==> src/rtl/fir_pkg.sv <==
// Shared definitions for the FIR input feeder: feeder state encoding,
// the default sample width and a constant-foldable ceil(log2) helper.
package fir_pkg;

   typedef enum logic {
      FEED_IDLE = 1'b0,
      FEED_WAIT = 1'b1
   } feed_state_t;

   localparam int FIR_IN_WIDTH = 16;

   // ceil(log2(value)); returns 0 for value <= 1
   function automatic int clog2(input int value);
      int result;
      result = 0;
      while ((1 << result) < value) begin
         result = result + 1;
      end
      return result;
   endfunction

endpackage

==> src/rtl/sync_fifo.sv <==
// Single-clock FIFO with an occupancy counter. The head entry is visible on
// rd_data combinationally; a pop simply advances the read pointer. A write
// is refused while full even if a read happens on the same edge.
module sync_fifo
   import fir_pkg::*;
#(
   parameter int WIDTH = FIR_IN_WIDTH,
   parameter int DEPTH = 8
) (
   input  logic                  clk,
   input  logic                  rst,
   input  logic                  wr_en,
   input  logic [WIDTH-1:0]      wr_data,
   input  logic                  rd_en,
   output logic [WIDTH-1:0]      rd_data,
   output logic [clog2(DEPTH):0] level,
   output logic                  full,
   output logic                  empty
);

   localparam int AW = clog2(DEPTH);
   localparam int LW = AW + 1;
   localparam logic [AW-1:0] PTR_ONE  = AW'(1);
   localparam logic [LW-1:0] LVL_ONE  = LW'(1);
   localparam logic [LW-1:0] LVL_FULL = LW'(DEPTH);

   logic [WIDTH-1:0] mem [DEPTH];
   logic [AW-1:0]    wr_ptr;
   logic [AW-1:0]    rd_ptr;
   logic             push;
   logic             pop;

   assign full    = (level == LVL_FULL);
   assign empty   = (level == '0);
   assign push    = wr_en && !full;
   assign pop     = rd_en && !empty;
   assign rd_data = mem[rd_ptr];

   // Storage write; contents need no reset because level gates every read.
   always_ff @(posedge clk) begin
      if (push) begin
         mem[wr_ptr] <= wr_data;
      end
   end

   // Pointers wrap naturally (DEPTH is a power of two); level tracks occupancy.
   always_ff @(posedge clk) begin
      if (rst) begin
         wr_ptr <= '0;
         rd_ptr <= '0;
         level  <= '0;
      end else begin
         if (push) begin
            wr_ptr <= wr_ptr + PTR_ONE;
         end
         if (pop) begin
            rd_ptr <= rd_ptr + PTR_ONE;
         end
         case ({push, pop})
            2'b10:   level <= level + LVL_ONE;
            2'b01:   level <= level - LVL_ONE;
            default: level <= level;
         endcase
      end
   end

endmodule

==> src/rtl/fir_input_feeder.sv <==
// Feeds a multi-cycle serial-MAC FIR one sample at a time. Samples are
// buffered in a FIFO; each is issued as a one-cycle fir_valid pulse, then the
// feeder waits for a rising edge on fir_done (or a timeout) before issuing
// the next one.
//
// Upstream handshake: a sample transfers on any edge where s_valid && s_ready.
// s_ready depends only on FIFO occupancy (never on s_valid), and s_valid
// while !s_ready is not back-pressured: the sample is dropped and the sticky
// overflow flag is raised.
module fir_input_feeder
   import fir_pkg::*;
#(
   parameter int IN_WIDTH = FIR_IN_WIDTH,
   parameter int DEPTH    = 8,
   parameter int TIMEOUT  = 256
) (
   input  logic                  clk,
   input  logic                  rst,
   input  logic [IN_WIDTH-1:0]   s_data,
   input  logic                  s_valid,
   output logic                  s_ready,
   output logic [IN_WIDTH-1:0]   fir_data,
   output logic                  fir_valid,
   input  logic                  fir_done,
   output logic [clog2(DEPTH):0] level,
   output logic                  busy,
   output logic                  overflow,
   output logic                  timeout_err,
   input  logic                  clr_flags,
   output feed_state_t           state_dbg
);

   localparam int CW = (TIMEOUT > 1) ? clog2(TIMEOUT) : 1;
   localparam logic [CW-1:0] CNT_ONE  = CW'(1);
   localparam logic [CW-1:0] CNT_LAST = CW'((TIMEOUT == 0) ? 0 : TIMEOUT - 1);

   feed_state_t         state;
   feed_state_t         state_nxt;
   logic [IN_WIDTH-1:0] head;
   logic                fifo_full;
   logic                fifo_empty;
   logic                done_q;
   logic                done_rise;
   logic                issue;
   logic                to_fire;
   logic                cnt_inc;
   logic [CW-1:0]       cnt;

   sync_fifo #(
      .WIDTH (IN_WIDTH),
      .DEPTH (DEPTH)
   ) u_fifo (
      .clk     (clk),
      .rst     (rst),
      .wr_en   (s_valid),
      .wr_data (s_data),
      .rd_en   (issue),
      .rd_data (head),
      .level   (level),
      .full    (fifo_full),
      .empty   (fifo_empty)
   );

   assign s_ready   = !fifo_full;
   assign done_rise = fir_done && !done_q;
   assign busy      = (state == FEED_WAIT);
   assign state_dbg = state;

   // State register.
   always_ff @(posedge clk) begin
      if (rst) begin
         state <= FEED_IDLE;
      end else begin
         state <= state_nxt;
      end
   end

   // Next state: issue from IDLE when data is queued; leave WAIT on a
   // fir_done rise or when the wait budget is exhausted.
   always_comb begin
      state_nxt = state;
      issue     = 1'b0;
      to_fire   = 1'b0;
      cnt_inc   = 1'b0;
      case (state)
         FEED_IDLE: begin
            if (!fifo_empty) begin
               issue     = 1'b1;
               state_nxt = FEED_WAIT;
            end
         end
         FEED_WAIT: begin
            if (done_rise) begin
               state_nxt = FEED_IDLE;
            end else if ((TIMEOUT != 0) && (cnt == CNT_LAST)) begin
               to_fire   = 1'b1;
               state_nxt = FEED_IDLE;
            end else begin
               cnt_inc = 1'b1;
            end
         end
         default: state_nxt = FEED_IDLE;
      endcase
   end

   // Completion edge detect; a FIR holding output_valid high yields one rise.
   always_ff @(posedge clk) begin
      if (rst) begin
         done_q <= 1'b0;
      end else begin
         done_q <= fir_done;
      end
   end

   // Issue datapath: fir_data only changes on an issue, fir_valid is a pulse.
   always_ff @(posedge clk) begin
      if (rst) begin
         fir_data  <= '0;
         fir_valid <= 1'b0;
      end else begin
         fir_valid <= issue;
         if (issue) begin
            fir_data <= head;
         end
      end
   end

   // Wait-cycle counter, restarted on every issue.
   always_ff @(posedge clk) begin
      if (rst) begin
         cnt <= '0;
      end else if (issue) begin
         cnt <= '0;
      end else if (cnt_inc) begin
         cnt <= cnt + CNT_ONE;
      end
   end

   // Sticky error flags; a set event on the same edge as clr_flags wins.
   always_ff @(posedge clk) begin
      if (rst) begin
         overflow    <= 1'b0;
         timeout_err <= 1'b0;
      end else begin
         if (s_valid && fifo_full) begin
            overflow <= 1'b1;
         end else if (clr_flags) begin
            overflow <= 1'b0;
         end
         if (to_fire) begin
            timeout_err <= 1'b1;
         end else if (clr_flags) begin
            timeout_err <= 1'b0;
         end
      end
   end

endmodule

==> config.mk <==
export PLATFORM = sky130hd
export DESIGN_NAME = fir_input_feeder
export DESIGN_NICKNAME = d
export VERILOG_FILES = /design/src/rtl/fir_pkg.sv /design/src/rtl/sync_fifo.sv /design/src/rtl/fir_input_feeder.sv
export SDC_FILE = /design/constraint.sdc
export NUM_CORES = 1
export LEC_CHECK = 0
export BUFFER_PORTS_ARGS = -buffer_cell sky130_fd_sc_hd__buf_2
export CORE_MARGIN = 5
export CORE_UTILIZATION = 50
export DETAILED_ROUTE_END_ITERATION = 10
export GPL_TIMING_DRIVEN = 0
export PLACE_DENSITY = 0.68
export SLEW_MARGIN = 20
export SYNTH_ARGS = -nofsm -noshare
export SYNTH_HDL_FRONTEND = slang
export SYNTH_SLANG_ARGS = --single-unit
==> constraint.sdc <==
create_clock -name clk -period 6.3 [get_ports clk]
set_clock_uncertainty 0.2 [all_clocks]
set_input_delay 0.63 -clock clk [delete_from_list [all_inputs] [get_ports clk]]
set_output_delay 0.63 -clock clk [all_outputs]
set_load 0.02 [all_outputs]
==> results.md <==
Detailed routing:
- The highest metal layer with signal wires is met4.
- The detailed-route wire length per cell is 20.80 µm.
- The detail-routed via count per cell is approximately 5.5.
- The first detailed-routing pass ran for 4 iterations.
- The violation count after the first detailed-routing iteration is around 260.
- In the final routing, the length of wire on met1 measures around 6.0 mm.
- The routed via count is 3548.
- In this run the remaining antenna-violating nets after routing total 0.
- The routed length on met2 is roughly 6.2 mm.
- The length of routed met3 wiring is between 800 and 900 µm.
- The final routed DRC violation total is 0.
- After detailed routing, the total wire length is 13.37 mm.

Timing:
- The routed design could run at a clock period as short as roughly 3.1 ns.
- In the finished design, the share of the clock period the worst path needs comes to 48.70%.
- After routing, the total negative slack on setup checks comes to 0 ns.
- Based on the critical path, the design can be clocked at up to 326.0 MHz.
- The number of hold-slack violations in the final timing report is 0.
- Setup repair after global routing left no endpoint under its margin.
- For the pin with the worst max-slew slack, the measured transition is around 0.92 ns.
- Setup violations remaining at the end of the flow were counted as 0.
- Measured against its own limit, the worst slew margin works out to 38.62%.
- The max-slew violation count is 0.
- In the post-route analysis, the smallest setup slack over all paths is ~3.2 ns.

Floorplanning:
- The area of the core is 12670 µm².
- The initial core utilization is between 50% and 60%.
- From bottom edge to top edge, the die measures approximately 120 µm.
- After floorplanning, the core was divided into between 40 and 50 placement rows.
- The number of top-level design ports is 47.
- The die covers 15310 µm².
- The floorplan die width is ~120 µm.

GRT:
- The number of global-route vias before repair is roughly 3.6k.
- The initial antenna violation count is 0.
- Entering global routing, the biggest net connects 17 pins.
- The overall routing resource usage is 19.08%.
- The first global-routing pass estimated a little over 20 mm of wire.
- After global routing the overflow that remains totals 0.

Cells and area:
- Excluding fillers, the count of instances in the completed layout stands at 643.
- The share of final-layout standard cells stronger than drive strength 1 is between 30% and 40%.
- Compared with the post-synthesis result, the final layout area differs by 19.27%.
- The total area of sequential cells is 4624 µm².
- 0 antenna diodes ended up in the layout.
- The area taken by multi-input logic gates is around 1700 µm².
- The final-layout fill cell count is around 960.
- The layout net count is 485.

Yosys:
- By instance count, the leading cell after synthesis is edfxtp_1.
- Dividing the synthesized area by the synthesized cell count gives 17.20 µm².
- The post-synthesis async set-or-reset flop share is 0%.
- The number of enable flip-flop cells after synthesis is between 100 and 150.
- The number of warning messages in the yosys log is 0.
- In this run, synthesis produced a sequential element count of about 170.
- After technology mapping, the gate count stands at between 300 and 400.
- After synthesis, the most frequently instantiated cells are 128 x edfxtp_1, 39 x dfxtp_1, 32 x mux4_2, 31 x nor2_1.
- The synthesized design devotes to its leading area cell type about three fifths of total area.
- The summed instance area of the synthesized netlist is 6467 µm².
- Sequential cells were found to cover 71.50% of the synthesized design area.
- The largest total area in the synthesized netlist belongs to edfxtp_1.
- The number of distinct library cells after synthesis is 42.
- The dominant synthesized flop cell is edfxtp_1.
- The net count of the mapped netlist is ~400.
- In the post-synthesis netlist, the biggest area contributors are edfxtp_1 59%, dfxtp_1 12%, mux4_2 11%, nor2_1 1.8%, nor3_2 1.7%.

Flow run:
- Across the run, the number of max-cap violations was 0.

Worst setup path:
- The worst setup path is launched from a flop.
- The startpoint of the worst-slack reg-to-reg timing path is u_fifo.level[1]$_SDFFE_PP0P_.
- The reg2reg setup slack is 3.23 ns.
- The startpoint-to-endpoint class of the critical path is flop to flop.
- The critical path endpoint is u_fifo.level[2]$_SDFFE_PP0P_.
- The count of cells along the worst register-to-register path is 12.
- The endpoint arrival time on the critical path is about 3.2 ns.
- For the worst setup path, the data required time is between 6 and 7 ns.
- The endpoint of the most critical register-to-register path is u_fifo.level[2]$_SDFFE_PP0P_.
- The worst setup path is captured at a flop.
- The origin of the worst setup path is u_fifo.level[1]$_SDFFE_PP0P_.
- Of all nets on the critical path, the largest fanout is 11.

Clock tree:
- The CTS sink count is about 170.
- The clock network latency to the later pin of the worst-skew pair is about 0.42 ns.
- The number of buffers inserted to repair setup after CTS is 0.
- In this run, CTS created clock tree buffers numbering 17.
- The H-tree was split into 4 levels.
- Counting along the longest clock path gives a buffer depth of 2.
- The tree is rooted in a clkbuf_16.
- The CTS tree is yes.
- Gates resized during post-CTS repair numbered 0.
- The number of buffers inserted for hold repair after clock tree synthesis is 0.
- After clock tree synthesis, the clock-pin slew on the worst setup and hold paths is approximately 0.06 ns.

Hold path:
- The min-delay analysis places its worst path in the category primary input to flop.

Power:
- The largest vdd supply drop is roughly 350 µV.
- The power density over the cells is 419.7 nW/µm².
- The analysis attributes to cell leakage a power of 2.665 nW.

Place:
- The minimum setup slack after placement is between 3 and 4 ns.
- Counting tap cells, the placed design contains a total of between 600 and 700 instances.
- Input and output buffers added on the ports amount to 46.
- The weighted congestion at the end of routability-driven global placement is ~0.7.
- Detailed placement finished with a half-perimeter wire length of 8.945 mm.

Run status:
- The run finished with clean final reports.
critical path: stages, from the launching register on:
cell and delay [ns]:
dfxtp_1 0.32, buf_6 0.13, or4_4 0.53, nand2_2 0.14
inv_2 0.13, buf_6 0.19, ha_1 0.28, xor2_1 0.17
ha_1 0.19, a21oi_1 0.16, xor2_1 0.10, or3_1 0.31
a21oi_1 0.13
layout by cell type, fill, tap and decap left out, types with 4 or more instances in the layout:
| cell type | Yosys | routed |
|---|---|---|
| nor3_2 | 11 | 15 |
| nand2_1 | 8 | 8 |
| mux4_2 | 32 | 32 |
| a21oi_1 | 13 | 13 |
| dfxtp_1 | 39 | 39 |
| or3_1 | 4 | 4 |
| buf_4 | 2 | 13 |
| nand3_1 | 8 | 8 |
| nor2_1 | 31 | 28 |
| xor2_1 | 5 | 5 |
| buf_6 | 2 | 6 |
| clkinvlp_4 | 0 | 4 |
| inv_1 | 6 | 6 |
| o21ai_0 | 6 | 6 |
| buf_2 | 6 | 53 |
| nor2_2 | 1 | 4 |
| clkbuf_1 | 5 | 5 |
| edfxtp_1 | 128 | 128 |
| o22ai_1 | 13 | 13 |
| nor3_1 | 9 | 5 |
| clkbuf_16 | 0 | 17 |
| ha_1 | 6 | 6 |
metal layers:
layer / vias to the layer above / global-route usage, %
li1: 1654 / -
met2: 100 / 28.96
met4: 0 / 8.374
met1: 1770 / 25.83
met3: 24 / 5.495
met5: - / 0
how the worst min path moves through the flow:
stage / startpoint / cells after the start / end / slack [ns]
6_report: fir_done / 2 / done_q$_SDFF_PP0_ / 0.26
5_1_grt: fir_done / 2 / done_q$_SDFF_PP0_ / 0.25
2_1_floorplan: cnt[7]$_SDFFE_PP0P_ / 2 / cnt[7]$_SDFFE_PP0P_ / 0.25
3_5_place_dp: cnt[7]$_SDFFE_PP0P_ / 2 / cnt[7]$_SDFFE_PP0P_ / 0.28
3_3_place_gp: cnt[7]$_SDFFE_PP0P_ / 2 / cnt[7]$_SDFFE_PP0P_ / 0.26
4_1_cts: fir_done / 2 / done_q$_SDFF_PP0_ / 0.24
registers in the layout, summed over array words and instances, names as in the netlist:
| name | flops |
|---|---|
| fir_valid | 1 |
| fir_data | 16 |
| done_q | 1 |
| overflow | 1 |
| u_fifo.level | 4 |
| u_fifo.rd_ptr | 3 |
| busy | 1 |
| timeout_err | 1 |
| u_fifo.wr_ptr | 3 |
| cnt | 8 |
| u_fifo.mem | 128 |
where the power goes:
| part | leakage, nW | internal [mW] | switching, mW |
|---|---|---|---|
| Combinational | 0.891 | 0.341 | 0.477 |
| Clock | 0.292 | 0.648 | 0.422 |
| Sequential | 1.48 | 1.30 | 0.0541 |
| Total | 2.67 | 2.28 | 0.953 |
per-stage QoR:
stage / util [%] / hold WS, ns / cell area [µm²] / total power [mW]
after floorplan: - / 0.2522 / 6467 / 1.947
after global placement: 54.56 / 0.2615 / 6913 / 2.160
after detailed placement: 55.99 / 0.2776 / 7094 / 2.195
after CTS: 60.88 / 0.2436 / 7714 / 3.267
after global routing: 60.88 / 0.2529 / 7714 / 3.389
final: 60.88 / 0.2562 / 7714 / 3.238
logic make-up (layout without fill, tap and decap cells):
family / after synthesis / count (layout) / share of synthesized area [%]
buffers and inverters: 26 / 121 / 2.321
multiplexers: 34 / 34 / 11.45
flip-flops: 167 / 167 / 71.50
adder cells (fa/ha/maj): 6 / 6 / 1.161
XOR/XNOR: 8 / 8 / 1.083
AND/OR/NAND/NOR: 94 / 94 / 8.416
AO/OA/AOI/OAI: 41 / 41 / 4.063
area by class of cell:
class | instances | area share (%)
Multi-Input combinational cell | 183 | 22.38
Clock inverter | 13 | 2.157
Inverter | 7 | 0.3406
Buffer | 19 | 1.606
Timing Repair Buffer | 63 | 4.899
Tap cell | 172 | 2.790
Sequential cell | 167 | 59.95
Clock buffer | 19 | 5.872
Note: power is estimated with default switching activity, not from simulation.
